**config.mk**
```make
export PLATFORM = sky130hd
export DESIGN_NAME = sram_port_arbiter_flat
export DESIGN_NICKNAME = d
export VERILOG_FILES = /design/src/rtl/sram_port_arbiter_if.sv /design/src/rtl/sram_port_arbiter.sv /design/src/flat_wrapper.sv
export SDC_FILE = /design/constraint.sdc
export NUM_CORES = 1
export LEC_CHECK = 0
export CAP_MARGIN = 10
export CORE_MARGIN = 3
export CORE_UTILIZATION = 43
export CTS_CLUSTER_DIAMETER = 30
export DETAILED_ROUTE_END_ITERATION = 7
export GPL_TIMING_DRIVEN = 0
export HOLD_SLACK_MARGIN = 0.05
export PLACE_DENSITY = 0.88
export SLEW_MARGIN = 5
export SYNTH_ARGS = -nofsm -noshare
export SYNTH_HDL_FRONTEND = slang
export SYNTH_SLANG_ARGS = --single-unit
```
**constraint.sdc**
```tcl
create_clock -name clk -period 3.26 [get_ports clk]
set_input_delay 0.489 -clock clk [delete_from_list [all_inputs] [get_ports clk]]
set_output_delay 0.489 -clock clk [all_outputs]
set_load 0.05 [all_outputs]
```
**src/rtl/sram_port_arbiter_if.sv**
```systemverilog
// Bundle of requester-side and SRAM-side signals for sram_port_arbiter.
// slave = arbiter view; master = requesters plus the SRAM device.
interface sram_port_arbiter_if;
  logic [2:0]  req;
  logic [2:0]  rw;
  logic [15:0] addr0;
  logic [15:0] addr1;
  logic [15:0] addr2;
  logic [15:0] wdata0;
  logic [15:0] wdata1;
  logic [15:0] wdata2;
  logic [2:0]  gnt;
  logic [2:0]  done;
  logic [15:0] rdata;
  logic        busy;
  logic [15:0] sram_addr;
  logic [15:0] sram_wdata;
  logic        sram_read_ena;
  logic        sram_write_ena;
  logic [15:0] sram_rdata;

  modport slave (
    input  req, rw, addr0, addr1, addr2, wdata0, wdata1, wdata2, sram_rdata,
    output gnt, done, rdata, busy, sram_addr, sram_wdata, sram_read_ena, sram_write_ena
  );

  modport master (
    output req, rw, addr0, addr1, addr2, wdata0, wdata1, wdata2, sram_rdata,
    input  gnt, done, rdata, busy, sram_addr, sram_wdata, sram_read_ena, sram_write_ena
  );
endinterface

```
**src/rtl/sram_port_arbiter.sv**
```systemverilog
// Three-requester single-port SRAM arbiter: fixed priority bit0 > bit1 > bit2,
// or round-robin when SRAM_ARB_ROUND_ROBIN_EN is defined.
module sram_port_arbiter (
  input  logic                clk,
  input  logic                n_rst,
  sram_port_arbiter_if.slave  bus
);

  typedef enum logic [2:0] {
    IDLE  = 3'd0,
    READ1 = 3'd1,
    READ2 = 3'd2,
    WRITE = 3'd3,
    DONE  = 3'd4
  } state_t;

  state_t      state;
  state_t      state_nxt;

  logic [2:0]  gnt_q;
  logic        rw_q;
  logic [15:0] addr_q;
  logic [15:0] wdata_q;
  logic [15:0] rdata_q;

  logic        win_vld;
  logic [1:0]  win_idx;
  logic [2:0]  win_onehot;
  logic        win_rw;
  logic [15:0] win_addr;
  logic [15:0] win_wdata;

  assign win_vld = |bus.req;

`ifdef SRAM_ARB_ROUND_ROBIN_EN
  logic [1:0] ptr_q;
  logic [1:0] cand0;
  logic [1:0] cand1;
  logic [1:0] cand2;

  function automatic logic [1:0] next_of(input logic [1:0] p);
    return (p == 2'd2) ? 2'd0 : p + 2'd1;
  endfunction

  // Search starts one past the last winner and wraps modulo 3.
  always_comb begin
    cand0   = next_of(ptr_q);
    cand1   = next_of(cand0);
    cand2   = next_of(cand1);
    win_idx = cand0;
    if (bus.req[cand0])      win_idx = cand0;
    else if (bus.req[cand1]) win_idx = cand1;
    else if (bus.req[cand2]) win_idx = cand2;
  end

  always_ff @(posedge clk or negedge n_rst) begin
    if (!n_rst)                        ptr_q <= 2'd0;
    else if (state == IDLE && win_vld) ptr_q <= win_idx;
  end
`else
  always_comb begin
    win_idx = 2'd0;
    if (bus.req[0])      win_idx = 2'd0;
    else if (bus.req[1]) win_idx = 2'd1;
    else if (bus.req[2]) win_idx = 2'd2;
  end
`endif

  always_comb begin
    win_addr  = bus.addr0;
    win_wdata = bus.wdata0;
    case (win_idx)
      2'd1: begin
        win_addr  = bus.addr1;
        win_wdata = bus.wdata1;
      end
      2'd2: begin
        win_addr  = bus.addr2;
        win_wdata = bus.wdata2;
      end
      default: ;
    endcase
  end

  assign win_rw     = bus.rw[win_idx];
  assign win_onehot = 3'b001 << win_idx;

  // NOTE: sequential state uses non-blocking assignments so every register
  // samples pre-edge values regardless of process evaluation order.
  always_ff @(posedge clk or negedge n_rst) begin
    if (!n_rst) state <= IDLE;
    else        state <= state_nxt;
  end

  // NOTE: every signal driven here gets a default first; a missed branch
  // would otherwise infer a latch.
  always_comb begin
    state_nxt = state;
    case (state)
      IDLE:    if (win_vld) state_nxt = win_rw ? WRITE : READ1;
      READ1:   state_nxt = READ2;
      READ2:   state_nxt = DONE;
      WRITE:   state_nxt = DONE;
      DONE:    state_nxt = IDLE;
      default: state_nxt = IDLE;
    endcase
  end

  // Transaction context is captured once in IDLE; requester inputs are ignored afterwards.
  always_ff @(posedge clk or negedge n_rst) begin
    if (!n_rst) begin
      gnt_q   <= 3'b000;
      rw_q    <= 1'b0;
      addr_q  <= 16'h0000;
      wdata_q <= 16'h0000;
      rdata_q <= 16'h0000;
    end else begin
      if (state == IDLE && win_vld) begin
        gnt_q   <= win_onehot;
        rw_q    <= win_rw;
        addr_q  <= win_addr;
        wdata_q <= win_wdata;
      end else if (state == DONE) begin
        gnt_q   <= 3'b000;
      end
      if (state == READ2) rdata_q <= bus.sram_rdata;
    end
  end

  always_comb begin
    bus.gnt            = gnt_q;
    bus.done           = (state == DONE) ? gnt_q : 3'b000;
    bus.rdata          = rdata_q;
    bus.busy           = (state != IDLE);
    bus.sram_addr      = (state != IDLE) ? addr_q  : 16'h0000;
    bus.sram_wdata     = (state != IDLE) ? wdata_q : 16'h0000;
    // Qualifying with rw_q keeps the two enables mutually exclusive by construction.
    bus.sram_read_ena  = ((state == READ1) || (state == READ2)) && !rw_q;
    bus.sram_write_ena = (state == WRITE) && rw_q;
  end

endmodule

```
**src/flat_wrapper.sv**
```systemverilog
// flat-port wrapper written by rule: the top's interface ports become plain ports
module sram_port_arbiter_flat 
  (clk, n_rst, bus_req, bus_rw, bus_addr0, bus_addr1, bus_addr2, bus_wdata0, bus_wdata1, bus_wdata2, bus_sram_rdata, bus_gnt, bus_done, bus_rdata, bus_busy, bus_sram_addr, bus_sram_wdata, bus_sram_read_ena, bus_sram_write_ena);
  sram_port_arbiter_if bus_i ();
  input  logic clk;
  input  logic n_rst;
  input wire logic [$bits(bus_i.req)-1:0] bus_req;
  input wire logic [$bits(bus_i.rw)-1:0] bus_rw;
  input wire logic [$bits(bus_i.addr0)-1:0] bus_addr0;
  input wire logic [$bits(bus_i.addr1)-1:0] bus_addr1;
  input wire logic [$bits(bus_i.addr2)-1:0] bus_addr2;
  input wire logic [$bits(bus_i.wdata0)-1:0] bus_wdata0;
  input wire logic [$bits(bus_i.wdata1)-1:0] bus_wdata1;
  input wire logic [$bits(bus_i.wdata2)-1:0] bus_wdata2;
  input wire logic [$bits(bus_i.sram_rdata)-1:0] bus_sram_rdata;
  output wire logic [$bits(bus_i.gnt)-1:0] bus_gnt;
  output wire logic [$bits(bus_i.done)-1:0] bus_done;
  output wire logic [$bits(bus_i.rdata)-1:0] bus_rdata;
  output wire logic [$bits(bus_i.busy)-1:0] bus_busy;
  output wire logic [$bits(bus_i.sram_addr)-1:0] bus_sram_addr;
  output wire logic [$bits(bus_i.sram_wdata)-1:0] bus_sram_wdata;
  output wire logic [$bits(bus_i.sram_read_ena)-1:0] bus_sram_read_ena;
  output wire logic [$bits(bus_i.sram_write_ena)-1:0] bus_sram_write_ena;
  assign bus_i.req = bus_req;
  assign bus_i.rw = bus_rw;
  assign bus_i.addr0 = bus_addr0;
  assign bus_i.addr1 = bus_addr1;
  assign bus_i.addr2 = bus_addr2;
  assign bus_i.wdata0 = bus_wdata0;
  assign bus_i.wdata1 = bus_wdata1;
  assign bus_i.wdata2 = bus_wdata2;
  assign bus_i.sram_rdata = bus_sram_rdata;
  assign bus_gnt = bus_i.gnt;
  assign bus_done = bus_i.done;
  assign bus_rdata = bus_i.rdata;
  assign bus_busy = bus_i.busy;
  assign bus_sram_addr = bus_i.sram_addr;
  assign bus_sram_wdata = bus_i.sram_wdata;
  assign bus_sram_read_ena = bus_i.sram_read_ena;
  assign bus_sram_write_ena = bus_i.sram_write_ena;
  sram_port_arbiter u_core (.clk(clk), .n_rst(n_rst), .bus(bus_i));
endmodule
```
==> flow_metrics.env, run 1 <==
export IMPL_drt_iter0_markers=109
export IMPL_finalCritPeriodShare=0.943
export IMPL_cap_viol_max_count=0
export IMPL_fp_coreArea_um2=7370
export IMPL_start_kind="register"
export IMPL_cts_sinks=55
export IMPL_ys_ff_latch=55
export IMPL_critPathMaxStageDelay_ns=0.81
export IMPL_p_sw_mw=2.84
export IMPL_async_flop_share=1.00
export IMPL_synth_edf_count=0
export IMPL_timing_critical_path_cells="buf_2, nor2_1, clkbuf_1, and3_1, clkdlybuf4s50_1"
export IMPL_synth_ff_type="dfrtp_1"
export IMPL_path_class="reg2out"
export IMPL_overflow=0
export IMPL_dpl_hpwl_um=8520
export IMPL_initial_utilization=0.451
export IMPL_wl_per_cell_um=17.4
export IMPL_first_pass_iters=6
export IMPL_min_path_type="in2async"
export IMPL_die_w_um=94.0
export IMPL_dpl_cell_count=627
export IMPL_setup_viol=0
export IMPL_timing_rr_start="u_core.state[2]"
export IMPL_arrival_ns=2.58
export IMPL_pre_cts_slack_ns=0.500
export IMPL_min_period_ns=3.07
export IMPL_share_comb_of_total_power=0.710
export IMPL_gr_usage_all_layers=0.252
export IMPL_final_cell_area_um2=5360
export IMPL_avgSynthCellArea_um2=9.48
export IMPL_nNetsFinal=659
export IMPL_die_h_um=94.0
export IMPL_final_seq_area_um2=1380
export IMPL_clk_latency_ns=0.32
export IMPL_hold_ws_ns=0.133
export IMPL_final_setup_skew_ns=0.0115
export IMPL_vdd_ir_drop_max_mv=0.493
export IMPL_hold_violations=0
export IMPL_grt_pass1_wl_um=17300
export IMPL_multi_input_area_um2=1750
export IMPL_worst_ep_required_time_ns=2.77
export IMPL_crit_cells=5
export IMPL_fill_cells=554
export IMPL_cp_startpoint="u_core.state[0]"
export IMPL_cts_tree="yes"
export IMPL_r2r_end="u_core.addr_q[0]"
export IMPL_drc=0
export IMPL_die_area_um2=8830
export IMPL_syn2layout_area_growth_pct=61.0
export IMPL_path_clk_slew_ns=0.11
export IMPL_cpLargestDelayFamily="buffers and inverters"
export IMPL_ys_types=36
export IMPL_detail_route_antenna_nets=0
export IMPL_grt_pass1_vias=3494
export IMPL_p_leak_nw=2.13
export IMPL_final_max_slew_viol_count=0
export IMPL_setup_ws_ns=0.186
export IMPL_synthCells=351
export IMPL_pwr_share_clk=0.073
export IMPL_rr_worst_depth=7
export IMPL_fmax_mhz=325
export IMPL_portBuffers=176
export IMPL_syn_nets=471
export IMPL_max_slew_margin=0.359
export IMPL_tns_ns=0
export IMPL_pwr_share_seq=0.217
export IMPL_total_power_mw=5.49
export IMPL_crit_fanout=10
export IMPL_post_route_util=0.727
export IMPL_clock_path_buffers=2
export IMPL_sw_frac_of_total=0.518
export IMPL_routabilityCongestion=0.827
export IMPL_numCtsBuffers=5
export IMPL_power_internal_mw=2.64
export IMPL_status="finished, final reports clean"
export IMPL_viasPerCell=5.36
export IMPL_path_buf_inv=3
export IMPL_cp_slowest_cell="clkdlybuf4s50_1"
export IMPL_grt_max_degree=35
export IMPL_power_density_nw_per_um2=1030
export IMPL_io_pins=177
export IMPL_yosys_warnings=0
export IMPL_antenna_found_initial=0
export IMPL_cp_end_kind="output pin"
export IMPL_h_tree_depth=2
export IMPL_netlist_area_um2=3330
export IMPL_worst_pin_slew_ns=0.955
export IMPL_cts_root_buffer="clkbuf_8"
export IMPL_critical_path_endpoint="bus_done[0]"
export IMPL_r2r_slack_ns=1.57
export IMPL_antenna_cells=0
export IMPL_via_count=3425
export IMPL_rows=31
export IMPL_grt_setup_unrepaired="false"
export IMPL_stdcell_count=639
export IMPL_drive_above_1_share=0.133
export IMPL_yosysSeqAreaShare=0.414
export IMPL_dpl_instance_area_um2=5230
export IMPL_wirelength_um=11100
-- cells in the mapped netlist, types with 3 or more instances --
| library cell | count | area share |
|---|---|---|
| a21o_1 | 25 | 0.056 |
| a21oi_1 | 26 | 0.039 |
| a22oi_1 | 8 | 0.018 |
| a31oi_1 | 6 | 0.011 |
| a31oi_2 | 19 | 0.071 |
| and2_1 | 32 | 0.060 |
| and3_1 | 4 | 0.0075 |
| buf_2 | 9 | 0.014 |
| buf_6 | 5 | 0.017 |
| clkbuf_1 | 16 | 0.018 |
| dfrtp_1 | 55 | 0.41 |
| mux2_2 | 16 | 0.054 |
| nand2_1 | 52 | 0.059 |
| nand3_1 | 7 | 0.011 |
| nand3b_1 | 25 | 0.056 |
| nor2b_1 | 3 | 0.0056 |
| o211ai_1 | 7 | 0.016 |
| o21ai_0 | 14 | 0.021 |
-- repair_timing --
| item | in CTS | in global routing |
|---|---|---|
| gates resized for setup | 0 | 2 |
| hold buffers | 0 | 0 |
| buffers inserted | 0 | 4 |
| endpoints found under the setup margin | 0 | 10 |
-- power by group through the flow --
stage	clock, mW	sequential, mW	combinational (mW)
after global placement	0	1.18	3.82
final	0.398	1.19	3.90
after CTS	0.402	1.19	3.87
after floorplan	0	1.58	2.21
after global routing	0.432	1.24	4.10
after detailed placement	0	1.21	3.86
-- layout by cell type, fill, tap and decap left out, types with 2 or more instances in the layout --
cell type,netlist,routed
a31oi_2,19,19
nor2b_1,3,3
a21oi_1,26,26
a21o_1,25,25
clkinvlp_4,0,2
buf_6,5,5
inv_1,2,2
a22oi_1,8,8
nor2_1,2,2
mux2_2,16,16
o21ai_0,14,14
and2_1,32,32
o211ai_1,7,7
clkdlybuf4s50_1,0,173
and3_1,4,4
a31oi_1,6,6
clkbuf_1,16,16
dfrtp_1,55,55
dlymetal6s2s_1,0,2
nand3_1,7,7
nand3b_1,25,25
clkbuf_8,0,5
nand2_1,52,52
nor3_1,2,2
buf_2,9,10
buf_4,2,6
-- layout make-up --
type,instances,share of cell area
timing repair buffer,181,0.338
multi-input combinational,259,0.327
sequential,55,0.257
buffer,33,0.0336
tap,99,0.0231
clock buffer,5,0.0129
clock inverter,3,0.00444
inverter,4,0.00327
-- cells by family (layout without fill, tap and decap cells) --
kind of cell	count (synthesis)	count (layout)	share of synthesized area
xor gates and xnor gates	1	1	0.00263
buffers and inverters	37	226	0.0594
DFF	55	55	0.414
and+or+nand+nor	133	133	0.226
AOI/OAI and AO/OA	109	109	0.244
muxes	16	16	0.0542
-- worst register-to-register path: stages, from the launching register on --
cell and delay [ns]:
dfrtp_1 0.42, buf_4 0.18, nor3_4 0.29, buf_4 0.19, nand2_4 0.09, inv_4 0.13, buf_6 0.18, a31oi_2 0.10
-- state kept, by name, indices dropped and copies added (netlist names) --
signal / count
u_core.bus.rdata: 16
u_core.wdata_q: 16
u_core.addr_q: 16
u_core.rw_q: 1
u_core.bus.gnt: 3
u_core.state: 3
-- how the worst min path moves through the flow --
stage                               end       startpoint  cells past startpoint
detailed placement      u_core.state[2]  u_core.state[2]                      1
floorplan              u_core.addr_q[0]            n_rst                      0
global placement        u_core.state[2]  u_core.state[2]                      1
finish                u_core.wdata_q[5]            n_rst                      1
CTS                 u_core.bus.rdata[5]            n_rst                      1
global route        u_core.bus.rdata[5]            n_rst                      1
-- metal layers --
metal  GRT usage  wire [um]
met1       0.291       4410
met2       0.438       5440
met3      0.0913       1130
met5           0          0
met4      0.0722        157
(Power assumes the default switching activity.)
==> run 2: changes to the inputs <==
CORE_UTILIZATION = 25   (was 43)
PLACE_DENSITY = 0.56   (was 0.88)
==> run 2 against run 1 <==
Clock power increased by 39%. Clock skew decreased by 0.0057 ns. Sequential share of layout area down 0.60 points. Critical endpoint unchanged. Hold slack gained 0.043 ns.
==> flow_metrics.env, run 2 (synthesis results as in run 1) <==
export IMPL_status="finished, final reports clean"
export IMPL_final_setup_skew_ns=0.00581
export IMPL_syn2layout_area_growth_pct=64.8
export IMPL_cp_slowest_cell="clkdlybuf4s50_1"
export IMPL_r2r_slack_ns=1.57
export IMPL_via_count=3323
export IMPL_power_internal_mw=2.76
export IMPL_arrival_ns=2.54
export IMPL_gr_max_usage_layer="met2"
export IMPL_fp_coreArea_um2=12800
export IMPL_die_area_um2=14700
export IMPL_first_pass_iters=4
export IMPL_share_comb_of_total_power=0.691
export IMPL_cp_end_kind="output pin"
export IMPL_layout_common_cells="clkdlybuf4s50_1 (175), dfrtp_1 (55), nand2_1 (52)"
export IMPL_dpl_cell_count=700
export IMPL_max_slew_margin=0.268
export IMPL_power_density_nw_per_um2=1030
export IMPL_met3_usage=0.0676
export IMPL_min_period_ns=3.03
export IMPL_fill_cells=1325
export IMPL_io_pins=177
export IMPL_wirelength_um=12600
export IMPL_timing_critical_path_cells="buf_2, nor2_1, clkbuf_1, and3_1, clkdlybuf4s50_1"
export IMPL_start_kind="register"
export IMPL_vdd_ir_drop_max_mv=0.409
export IMPL_grt_max_degree=35
export IMPL_tns_ns=0
export IMPL_antenna_found_initial=0
export IMPL_finalCritPeriodShare=0.929
export IMPL_grt_setup_unrepaired="false"
export IMPL_clock_path_buffers=2
export IMPL_overflow=0
export IMPL_ctsHoldBuffers=0
export IMPL_die_w_um=121
export IMPL_setup_viol=0
export IMPL_grt_pass1_wl_um=19300
export IMPL_antenna_cells=0
export IMPL_worst_ep_required_time_ns=2.77
export IMPL_routabilityCongestion=0.911
export IMPL_cap_viol_max_count=0
export IMPL_pwr_share_clk=0.098
export IMPL_numCtsBuffers=5
export IMPL_sw_frac_of_total=0.510
export IMPL_dpl_hpwl_um=9780
export IMPL_p_sw_mw=2.88
export IMPL_gr_usage_all_layers=0.170
export IMPL_pwr_share_seq=0.211
export IMPL_p_leak_nw=2.12
export IMPL_min_path_type="in2async"
export IMPL_viasPerCell=4.68
export IMPL_drt_iter0_markers=145
export IMPL_hold_violations=0
export IMPL_critPathMaxStageDelay_ns=0.81
export IMPL_final_common_cell="clkdlybuf4s50_1"
export IMPL_clk_latency_ns=0.30
export IMPL_cts_sinks=55
export IMPL_met1_usage=0.218
export IMPL_grt_pass1_vias=3569
export IMPL_initial_utilization=0.259
export IMPL_nNetsFinal=657
export IMPL_path_class="reg2out"
export IMPL_wl_per_cell_um=17.8
export IMPL_post_route_util=0.428
export IMPL_portBuffers=176
export IMPL_stdcell_count=710
export IMPL_final_max_slew_viol_count=0
export IMPL_total_power_mw=5.64
export IMPL_cts_root_buffer="clkbuf_16"
export IMPL_drive_above_1_share=0.130
export IMPL_cts_tree="yes"
export IMPL_worst_pin_slew_ns=1.09
export IMPL_grt_met2_usage=0.273
export IMPL_detail_route_antenna_nets=0
export IMPL_die_h_um=121
export IMPL_rows=41
export IMPL_fmax_mhz=330
export IMPL_path_clk_slew_ns=0.08
export IMPL_drc=0
export IMPL_h_tree_depth=2
export IMPL_crit_fanout=10
[run 2: cell types whose count changed in the layout (fill, tap and decap cells not counted), sizes merged]
| cell | delta |
|---|---|
| clkdlybuf4s50 | +2 |
| dlymetal6s2s | -2 |
| inv | -1 |
| clkinv | +2 |
| clkinvlp | -1 |
| buf | -2 |
[run 2: stage by stage]
| step | worst slack [ns] | hold WS [ns] | cell area, um2 |
|---|---|---|---|
| final | 0.232 | 0.176 | 5480 |
| after global routing | 0.0681 | 0.213 | 5480 |
| after CTS | 0.0600 | 0.192 | 5470 |
| after detailed placement | 0.405 | 0.475 | 5320 |
| after global placement | -0.183 | 0.467 | 5300 |
| after floorplan | 0.995 | 0.193 | 3330 |
[run 2: worst max-delay path: cells and delay by family, from the launching register on]
kind | cells | cell delay, ns
and+or+nand+nor | 2 | 0.46
DFF | 1 | 0.36
buffers and inverters | 3 | 1.42
[run 2: worst paths after layout]
kind / endpoint / startpoint / depth (start not counted)
min in group clk: u_core.state[2] / u_core.state[2] / 1
worst max register to register: u_core.addr_q[13] / u_core.state[2] / 7
worst min register to register: u_core.state[2] / u_core.state[2] / 1
worst max-delay path: bus_done[0] / u_core.state[0] / 5
max in group asynchronous: u_core.wdata_q[10] / n_rst / 2
worst min-delay path: u_core.bus.rdata[9] / n_rst / 1
[run 2: layout make-up]
type	count	area, um2	area share
repair buffers	179	1790	0.327
clock buffers	5	125	0.0228
inverters	4	17.5	0.00319
flip-flops and latches	55	1380	0.251
clock inverters	3	25.0	0.00456
plain buffers	33	180	0.0329
well taps	172	215	0.0392
multi-input cells	259	1750	0.320
[run 2: power by group through the flow]
stage | clock (mW) | sequential (mW) | combinational (mW)
floorplan | 0 | 1.58 | 2.21
global placement | 0 | 1.19 | 3.90
detailed placement | 0 | 1.21 | 3.91
CTS | 0.576 | 1.20 | 3.92
global route | 0.604 | 1.24 | 4.14
finish | 0.554 | 1.19 | 3.90
[run 2: routing by layer]
metal | routed length [um] | vias up
li1 | - | 1615
met1 | 5360 | 1537
met2 | 5640 | 161
met3 | 1460 | 10
met4 | 162 | 0
met5 | 0 | -
[run 2: what timing repair did]
item                                    in CTS  in global routing
endpoints found under the setup margin       0                 26
gates resized for setup                      0                  0
buffers inserted                             0                  2
==> run 3: changes to the inputs <==
CTS_CLUSTER_DIAMETER = unset   (was 30)
GPL_ROUTABILITY_DRIVEN = 1   (was unset)
==> results of run 3 <==
No change in the layout: final DEF, timing and power equal those of run 2.
